### src/rtl/sprite_line_fill.sv
// Renders one sprite row into a line buffer. It fetches each tile of the row once and then writes 8 pixels per tile.
// Latency: done pulses 2 + 9*(size_x+1) + 1 cycles after start. Transparent or off-screen pixels are skipped; abort cancels the row.
module sprite_line_fill (
  input  logic        clk,
  input  logic        rst,
  input  logic        start,
  input  logic [2:0]  size_x,
  input  logic [9:0]  x_pos,
  input  logic [3:0]  palette,
  input  logic        abort,
  output logic        load,
  output logic [3:0]  current_tile,
  input  logic [31:0] tile_data,
  output logic        lb_we,
  output logic [9:0]  lb_addr,
  output logic [7:0]  lb_data,
  output logic        busy,
  output logic        done
);

  typedef enum logic [2:0] {
    S_IDLE  = 3'd0,
    S_LOAD  = 3'd1,
    S_FETCH = 3'd2,
    S_DRAW  = 3'd3,
    S_DONE  = 3'd4
  } state_t;

  state_t      state, state_nxt;
  logic [2:0]  size_q;
  logic [9:0]  xpos_q;
  logic [3:0]  pal_q;
  logic [3:0]  tile_q;
  logic [2:0]  pix_q;
  logic        done_q;

  logic        latch;
  logic        tile_inc;
  logic        pix_inc;
  logic        draw;
  logic [31:0] shifted;
  logic [3:0]  color;
  logic [10:0] addr_full;

  always_comb begin
    state_nxt = state;
    latch     = 1'b0;
    tile_inc  = 1'b0;
    pix_inc   = 1'b0;
    load      = 1'b0;
    draw      = 1'b0;
    case (state)
      S_IDLE: begin
        if (start) begin
          latch     = 1'b1;
          state_nxt = S_LOAD;
        end
      end
      S_LOAD: begin
        load      = 1'b1;
        state_nxt = S_FETCH;
      end
      S_FETCH: state_nxt = S_DRAW;
      S_DRAW: begin
        draw    = 1'b1;
        pix_inc = 1'b1;
        if (pix_q == 3'd7) begin
          if (tile_q == {1'b0, size_q}) begin
            state_nxt = S_DONE;
          end else begin
            tile_inc  = 1'b1;
            state_nxt = S_FETCH;
          end
        end
      end
      S_DONE:  state_nxt = S_IDLE;
      default: state_nxt = S_IDLE;
    endcase
    // Abort beats every other transition, including a start seen in IDLE.
    if (abort) begin
      state_nxt = S_IDLE;
      latch     = 1'b0;
      tile_inc  = 1'b0;
      pix_inc   = 1'b0;
    end
  end

  always_ff @(posedge clk or posedge rst) begin
    if (rst) begin
      state  <= S_IDLE;
      size_q <= '0;
      xpos_q <= '0;
      pal_q  <= '0;
      tile_q <= '0;
      pix_q  <= '0;
      done_q <= 1'b0;
    end else begin
      state  <= state_nxt;
      done_q <= (state == S_DONE) && !abort;
      if (latch) begin
        size_q <= size_x;
        xpos_q <= x_pos;
        pal_q  <= palette;
        tile_q <= '0;
        pix_q  <= '0;
      end else begin
        if (tile_inc) tile_q <= tile_q + 4'd1;
        if (pix_inc)  pix_q  <= pix_q + 3'd1;
      end
    end
  end

  // The leftmost pixel sits in the top nibble, so shift the nibble for pixel p up into [31:28].
  assign shifted   = tile_data << {pix_q, 2'b00};
  assign color     = shifted[31:28];
  assign addr_full = {1'b0, xpos_q} + {4'b0000, tile_q, 3'b000} + {8'b0, pix_q};

  assign lb_we        = draw && !abort && (color != 4'd0) && (addr_full < 11'd640);
  assign lb_addr      = draw ? addr_full[9:0] : 10'd0;
  assign lb_data      = draw ? {pal_q, color} : 8'd0;
  assign current_tile = tile_q;
  assign busy         = (state == S_LOAD) || (state == S_FETCH) || (state == S_DRAW);
  assign done         = done_q;

endmodule

### config.mk
export PLATFORM = sky130hd
export DESIGN_NAME = sprite_line_fill
export DESIGN_NICKNAME = d
export VERILOG_FILES = /design/src/rtl/sprite_line_fill.sv
export SDC_FILE = /design/constraint.sdc
export NUM_CORES = 1
export LEC_CHECK = 0
export BUFFER_PORTS_ARGS = -buffer_cell sky130_fd_sc_hd__buf_4
export CELL_PAD_IN_SITES_DETAIL_PLACEMENT = 1
export CELL_PAD_IN_SITES_GLOBAL_PLACEMENT = 1
export CORE_AREA = 2 2 71 90
export CTS_CLUSTER_SIZE = 16
export DETAILED_ROUTE_END_ITERATION = 6
export DIE_AREA = 0 0 73 92
export PLACE_DENSITY_LB_ADDON = 0.1
export REMOVE_ABC_BUFFERS = 1
export SYNTH_ARGS = -nofsm -noshare
export SYNTH_HDL_FRONTEND = slang
export SYNTH_SLANG_ARGS = --single-unit
### constraint.sdc
create_clock -name clk -period 3.3 [get_ports clk]
set_input_delay 0.66 -clock clk [delete_from_list [all_inputs] [get_ports clk]]
set_output_delay 0.66 -clock clk [all_outputs]
set_load 0.005 [all_outputs]
## Yosys cells after proc, flatten, opt, wreduce, memory -nomap -nowiden

Index checks and enable logic that the tools add are counted.

| storage, ports and cells | value |
|---|---|
| register bits after elaboration | 28 |
| latch bits | 0 |
| memory bits (writable) | 0 |
| bits in read-only memories | 0 |
| input port bits | 53 |
| output and inout bits | 26 |
| memories | 0 |

| cells by class | value |
|---|---|
| add/sub/neg operators | 4 |
| multipliers | 0 |
| div/mod/pow operators | 0 |
| magnitude comparators | 1 |
| equal/unequal tests | 8 |
| shift-type cells | 1 |
| mux-type cells | 21 |
| bitwise logic cells | 0 |
| reductions and logical operators | 12 |

Operators with widths:

| kind | number |
|---|---|
| $shl 32x5->32 | 1 |
| $mux 3 | 6 |
| $pmux 3 s4 | 1 |
| $add 10x7->11 | 1 |
| $add 11x3->11 | 1 |
| $lt 11x10->1 const B | 1 |
| $mux 1 | 10 |
| $mux 10 | 1 |
| $mux 4 | 2 |
| $mux 8 | 1 |
| $eq 3x2->1 const B | 2 |
| $eq 3x3->1 const B | 2 |
| $ne 3x3->1 const B | 2 |
| $add 4x1->4 const B | 1 |
| $eq 4x3->1 | 1 |
| $logic_and 1x1->1 | 4 |
| $reduce_bool 2->1 | 2 |
| $reduce_bool 4->1 | 1 |
| $add 3x1->3 const B | 1 |
| $eq 3x1->1 const B | 1 |
| $logic_not 3->1 | 1 |
| $logic_or 1x1->1 | 2 |
| $reduce_and 2->1 | 1 |
| $logic_not 1->1 | 1 |

## Logic depth before layout (Yosys ltp)

Gate-level depths: netlist of the first run.

| depth | value |
|---|---|
| depth in word-level cells | 7 |
| gate-level depth with buffers | 8 |

## Worst setup path after synthesis of the first run

OpenSTA, ideal clock, no wires.

| timing path | value |
|---|---|
| kind | register to output |
| start | register pix_q[1] |
| end | output lb_we |
| data arrival time | 2.345 ns |
| required time | 2.640 ns |
| setup slack | 0.295 ns |
| stages on the path, launching flop included | 9 |
| buffers on the path | 1 |
| path through | dfrtp_1 -> clkbuf_1 -> clkinv_1 -> fa_1 -> nor2b_4 -> o31a_1 -> o311a_1 -> or4b_1 -> a211oi_1 |

| between the ends | value |
|---|---|
| longest elaborated chain between the ends | 4 |
| elaborated cells between the ends (all ways) | 6 |
| classes of those cells | add/sub (1); order compare (1); shift (1); reduce/logical (3) |

RTL lines:

| what | RTL line | RTL |
|---|---|---|
| start: declaration | 34 | `logic [2:0] pix_q;` |
| start signal: assignment | 108 | `if (pix_inc) pix_q <= pix_q + 3'd1;` |
| parallel branches: the longest is 3 deep, another holds $add 11x3->11 | - |  |
| $logic_and 1x1->1 * | 118 | `assign lb_we = draw && !abort && (color != 4'd0) && (addr_full < 11'd640);` |
| end: declaration | 14 | `output logic lb_we,` |

Mark *: on every way between the ends.

## Worst setup path after layout of the first run

| timing path | value |
|---|---|
| start | register pix_q[0] |
| end | output lb_we |

The elaborated chain is that of the path after synthesis.

==> reports/results.txt, run 1 <==
status: completed
part of the power in combinational logic: 33.7%
synthesis warning total: 0
internal power: 774 µW
worst-case clock buffer depth: 2
FF-to-FF Start: state[2]
Synth Flop Type: dfrtp_1
Clock Skews: 0.00170 ns
max_slew headroom: 26.9%
CTS tree: yes
Post-synth EDFFs: 0
setup TNS: 0 ns
Worst Tran Pin Value: 1.10 ns
Worst Hold Launch: pal_q[0]
Iteration-0 DRC Markers: 44
PwrDens: 384 nW/µm²
Chip Height: 92 µm
Die X: 73 µm
syn avg cell area: 9.29 µm²
Synth async-reset ratio: 100%
cell area after synthesis: 2070 µm²
Clk Latency, worst-skew pair: 0.28 ns
Critical Path RT: 2.64 ns
Die ar.: 6720 µm²
Residual DRC: 0
post-synth top area share: 33.8%
Synth Instances: 223
final cell count without fillers: 375
vias per cell: 5.29
I/O pin total: 79
largest family of logic cells by synthesized area: simple AND/OR/NAND/NOR gates
Antenna Nets Post-Route: 0
WHS: 0.516 ns
GP Congestion: 0.827
part of the power in the clock network: 25.0%
count of final setup violators: 0
post-synth top area cell: dfrtp_1
most frequent cell after synthesis: nor2_1
synthesis-to-layout area growth: 38.2%
vias in the first global route: 2095
CTS clk-pin slew, worst paths: 0.10 ns
first-pass GRT wire length: 9730 µm
Flop pwr share: 41.3%
Static Leak: 0.00134 µW
Final HPWL DP: 4390 µm
final hold vios: 0
CP Capture Type: output port
cts hold-fix bufs: 0
FP Rows: 32
aggregate global-route resource usage: 18.1%
Critical Path AT: 2.63 ns
WL final: 5720 µm
Synth Area in Simple Gates: 19.8%
final core utilization: 48.0%
core area: 5970 µm²
post-synthesis adder-cell area fraction: 7.01%
maximum VDD drop: 0.266 mV
Max Cap Violations: 0
mux contribution to synthesized area: 17.2%
Routed wire per std cell: 15.3 µm
via count: 1983
Period Utilization, post-route: 99.6%
Post-Synth XOR/XNOR Area: 4.23%
Sw Ratio: 29.6%
placed cells: 367
sequential share of the synthesized area: 33.8%
fin. max-slew vios: 0
Num Clock Sinks: 28
layout cells sized above 1: 40.7%
FMAX: 0.304 GHz
Tmin final: 3.29 ns
compound-cell area share of the yosys netlist: 13.9%
initial antenna violation count: 0
Worst setup SP type: flop
Initial Util: 34.7%
largest net degree at the start of global routing: 29
Worst setup startpoint: pix_q[0]
grt ovf: 0
hold crit path type: reg2reg
RSZ-0062 raised after global routing: true
Root Buffer: clkbuf_8
#FFs+latches synth: 28
CP max FO: 3
Final nets: 372
Post-synth top cells: nor2_1 (30), dfrtp_1 (28), mux2_2 (20), nand2_1 (14), mux2i_1 (13)
Port Buf Inserts: 78
synth unique cells: 44
Psw: 326 µW
total CTS buffers: 3
largest cells by area after synthesis: dfrtp_1 (34%), mux2_2 (11%), mux2i_1 (6.3%), ha_1 (6.0%), nor2_1 (5.4%)
Crit Path Class: reg2out
# H-tree levels: 1
TritonRoute pass-1 iters: 4
n_diodes: 0
stage by stage:
step                setup WS [ns]  cell area (µm²)  power (µW)
CTS                       -0.0432             2850        1110
finish                     0.0139             2860        1100
floorplan                 -0.0447             2010         676
global route               -0.113             2860        1180
detailed placement          0.144             2750         828
global placement            0.170             2750         816
layer usage:
layer | share of wire, % | GRT usage [%] | routed length, µm | vias up
met2 | 51 | 30.5 | 2900 | 55
li1 | - | - | - | 972
met4 | 0.96 | 5.09 | 55 | 0
met1 | 44 | 24.2 | 2540 | 952
met5 | 0 | 0 | 0 | -
met3 | 3.8 | 1.76 | 215 | 4
cells by family (layout without fill, tap and decap cells):
| logic type | count (synthesis) | after routing |
|---|---|---|
| AOI/OAI and AO/OA | 43 | 43 |
| xor gates and xnor gates | 10 | 10 |
| adders and majority gates | 11 | 11 |
| buffers and inverters | 17 | 101 |
| DFF | 28 | 28 |
| muxes | 33 | 33 |
| and+or+nand+nor | 81 | 81 |
layout make-up:
class	count	area, µm²
repair buffers	91	683
flip-flops and latches	28	701
multi-input cells	178	1300
fillers	707	3100
clock inverters	1	30.0
inverters	6	22.5
well taps	68	85.1
clock buffers	3	41.3
sequential cells by signal, indices dropped and copies added, names as in the netlist:
signal        flops
xpos_q           10
pal_q             4
state             3
pix_q             3
done              1
current_tile      4
size_q            3
worst max-delay path, cell delays in order, from the launching register on:
cell and delay [ns]:
dfrtp_1 0.41, ha_2 0.19, inv_2 0.05, fa_2 0.21, nor2b_4 0.05, o31a_1 0.25, o311a_1 0.33, or4b_4 0.49
a211oi_2 0.24, buf_4 0.14
final timing paths:
kind,endpoint,depth (start not counted),slack (ns)
max in group asynchronous,xpos_q[1],2,1.99
min in group asynchronous,pal_q[1],2,0.65
max,lb_we,9,0.01
min reg2reg,pal_q[0],1,0.52
max reg2reg,current_tile[3],5,1.30
min,pal_q[0],1,0.52
power groups by stage:
| stage | Combinational [µW] | Sequential (µW) | Clock (µW) |
|---|---|---|---|
| 2_1_floorplan | 219 | 457 | 0 |
| 3_3_place_gp | 358 | 458 | 0 |
| 3_5_place_dp | 366 | 462 | 0 |
| 4_1_cts | 374 | 455 | 284 |
| 5_1_grt | 422 | 465 | 295 |
| 6_report | 371 | 454 | 275 |
timing repair:
item,in CTS,in global routing
pin swaps,5,4
resized for setup,5,0
gates cloned,0,0
setup buffers,2,2
endpoints found under the setup margin,1,1
cells in the final DEF, fill, tap and decap left out, types with 7 or more instances in the layout:
master,n
nor2_1,30
xor2_1,7
dfrtp_1,28
mux2i_1,13
nor3_1,9
ha_1,9
buf_4,91
nand2_1,14
a211oi_1,8
o21ai_0,10
mux2_2,20
Power figures use the tool's default switching activity.
==> inputs of run 2 (changes only) <==
==> constraint.sdc (replaced) <==
create_clock -name clk -period 3.3 [get_ports clk]
set_input_delay 0.165 -clock clk [delete_from_list [all_inputs] [get_ports clk]]
set_output_delay 0.165 -clock clk [all_outputs]
set_load 0.005 [all_outputs]
==> reports/results.txt, run 2 (synthesized netlist as in run 1, its figures left out) <==
status: completed
vias per cell: 5.39 (+1.9%)
Crit Path Class: reg2out
total CTS buffers: 3 (unchanged)
n_diodes: 0 (unchanged)
Largest Register: xpos_q
PwrDens: 388 nW/µm² (+1.1%)
final hold vios: 0 (unchanged)
Initial Util: 34.7% (unchanged)
Final HPWL DP: 4350 µm (-0.99%)
core area: 5970 µm² (unchanged)
maximum VDD drop: 0.275 mV (+3.4%)
worst-case clock buffer depth: 2 (unchanged)
dominant delay contributor by cell family on the critical path: compound AO/OA/AOI/OAI gates
TritonRoute pass-1 iters: 4 (unchanged)
FP Rows: 32 (unchanged)
Max Cap Violations: 0 (unchanged)
most common cell after layout, fill and taps aside: buf_4
initial antenna violation count: 0 (unchanged)
Chip Height: 92 µm (unchanged)
fillcell total: 708 (+0.14%)
via count: 1978 (-0.25%)
Tmin final: 3.01 ns (-0.274 ns)
grt ovf: 0 (unchanged)
Clock Skews: 0.00921 ns (+0.00751 ns)
Iteration-0 DRC Markers: 32 (-27%)
CTS clk-pin slew, worst paths: 0.09 ns (about the same)
WHS: 0.0709 ns (-0.445 ns)
Clk Latency, worst-skew pair: 0.28 ns (about the same)
Routed wire per std cell: 15.3 µm (about the same)
Worst Tran Pin Value: 1.13 ns (+0.0368 ns)
WL final: 5600 µm (-2.1%)
WP buf/inv: 2 (unchanged)
Period Utilization, post-route: 91.3% (-8.3 points)
Critical Path RT: 3.13 ns (+0.49 ns)
hold crit path type: in2reg
Port Buf Inserts: 78 (unchanged)
CP Capture Type: output port
Num Clock Sinks: 28 (unchanged)
cts repair resizes: 0 (-5)
Die X: 73 µm (unchanged)
# H-tree levels: 1 (unchanged)
Worst setup SP type: flop
part of the power in the clock network: 25.5% (+0.5 points)
Critical Path AT: 2.85 ns (+0.22 ns)
setup TNS: 0 ns (unchanged)
aggregate global-route resource usage: 17.6% (-0.47 points)
post-route setup slack: 0.288 ns (+0.274 ns)
Flop pwr share: 41.7% (+0.4 points)
max reg flops: 10 (unchanged)
first-pass GRT wire length: 9620 µm (-1.1%)
Psw: 322 µW (-1.2%)
cts hold-fix bufs: 0 (unchanged)
delay of the slowest cell on the worst path: 0.52 ns (+0.03 ns)
RSZ-0062 raised after global routing: false
count of final setup violators: 0 (unchanged)
Die ar.: 6720 µm² (unchanged)
pre-CTS WS: 0.569 ns (+0.425 ns)
fin. max-slew vios: 0 (unchanged)
vias in the first global route: 2144 (+2.3%)
Residual DRC: 0 (unchanged)
commonest cells after routing, fill and taps aside: buf_4 (83), nor2_1 (30), dfrtp_1 (28), mux2_2 (20), nand2_1 (14)
CP max FO: 4 (+1)
Antenna Nets Post-Route: 0 (unchanged)
max_slew headroom: 24.4% (-2.5 points)
CTS tree: yes
FMAX: 0.332 GHz (+9.1%)
largest net degree at the start of global routing: 29 (unchanged)
part of the power in combinational logic: 32.8% (-0.9 points)
Critical-path top delay cell: or4b_1
I/O pin total: 79 (unchanged)
GP Congestion: 0.805 (-2.7%)
layout cells sized above 1: 37.5% (-3.3 points)
Static Leak: 0.00130 µW (-3.2%)
Sw Ratio: 29.7% (+0.094 points)
Cell Chain, Critical Path: ha_1, inv_1, fa_1, nor2b_4, o31a_1, o311a_1, or4b_1, a211oi_1, buf_4
internal power: 761 µW (-1.7%)
Final nets: 364 (-2.2%)
Root Buffer: clkbuf_8
setup bufs post-CTS: 0 (-2)
synthesis-to-layout area growth: 34.6%
==> run 2: cell types whose count changed in the layout (fill, tap and decap cells not counted), sizes merged <==
cell	previous run	this run
buf	91	83
==> run 2: worst paths after layout <==
kind	start	to	slack (ns)	depth (start not counted)
max in group asynchronous	rst	done	2.45	2
min reg2reg	pal_q[0]	pal_q[0]	0.51	1
max reg2reg	current_tile[2]	current_tile[0]	1.37	5
max	xpos_q[0]	lb_we	0.29	9
min in group asynchronous	rst	size_q[0]	0.16	2
min	abort	state[0]	0.07	2
==> run 2: power groups by stage <==
stage          clock network [µW]  registers [µW]  logic (µW)
3_5_place_dp                    0             460         358
6_report                      277             451         355
2_1_floorplan                   0             457         219
5_1_grt                       293             463         402
4_1_cts                       285             452         361
3_3_place_gp                    0             458         352
==> run 2: worst reg2reg max path: cells and delay by family, from the launching register on <==
kind,cells,cell delay [ns]
DFF,1,0.47
and+or+nand+nor,3,0.98
xor gates and xnor gates,2,0.37
==> run 2: layout make-up <==
class / count / area [µm²] / area share, %
clock inverters: 1 / 30.0 / 1.08
repair buffers: 83 / 623 / 22.4
flip-flops and latches: 28 / 701 / 25.1
inverters: 6 / 22.5 / 0.808
clock buffers: 3 / 41.3 / 1.48
well taps: 68 / 85.1 / 3.05
multi-input cells: 178 / 1280 / 46.1
==> run 2: layer usage <==
metal	track usage [%]	vias to the layer above	share of wire, %
met5	0	-	0
met4	3.70	0	0.73
met1	22.6	950	44
li1	-	959	-
met3	2.53	4	4.8
met2	30.8	65	50
==> run 2: stage by stage <==
| step | area (µm²) | power (µW) | std cells | util [%] |
|---|---|---|---|---|
| 2_1_floorplan | 2010 | 676 | 212 | - |
| 3_3_place_gp | 2720 | 810 | 363 | 45.5 |
| 3_5_place_dp | 2720 | 818 | 363 | 45.5 |
| 4_1_cts | 2790 | 1100 | 367 | 46.7 |
| 5_1_grt | 2790 | 1160 | 367 | 46.7 |
| 6_report | 2790 | 1080 | 367 | 46.7 |
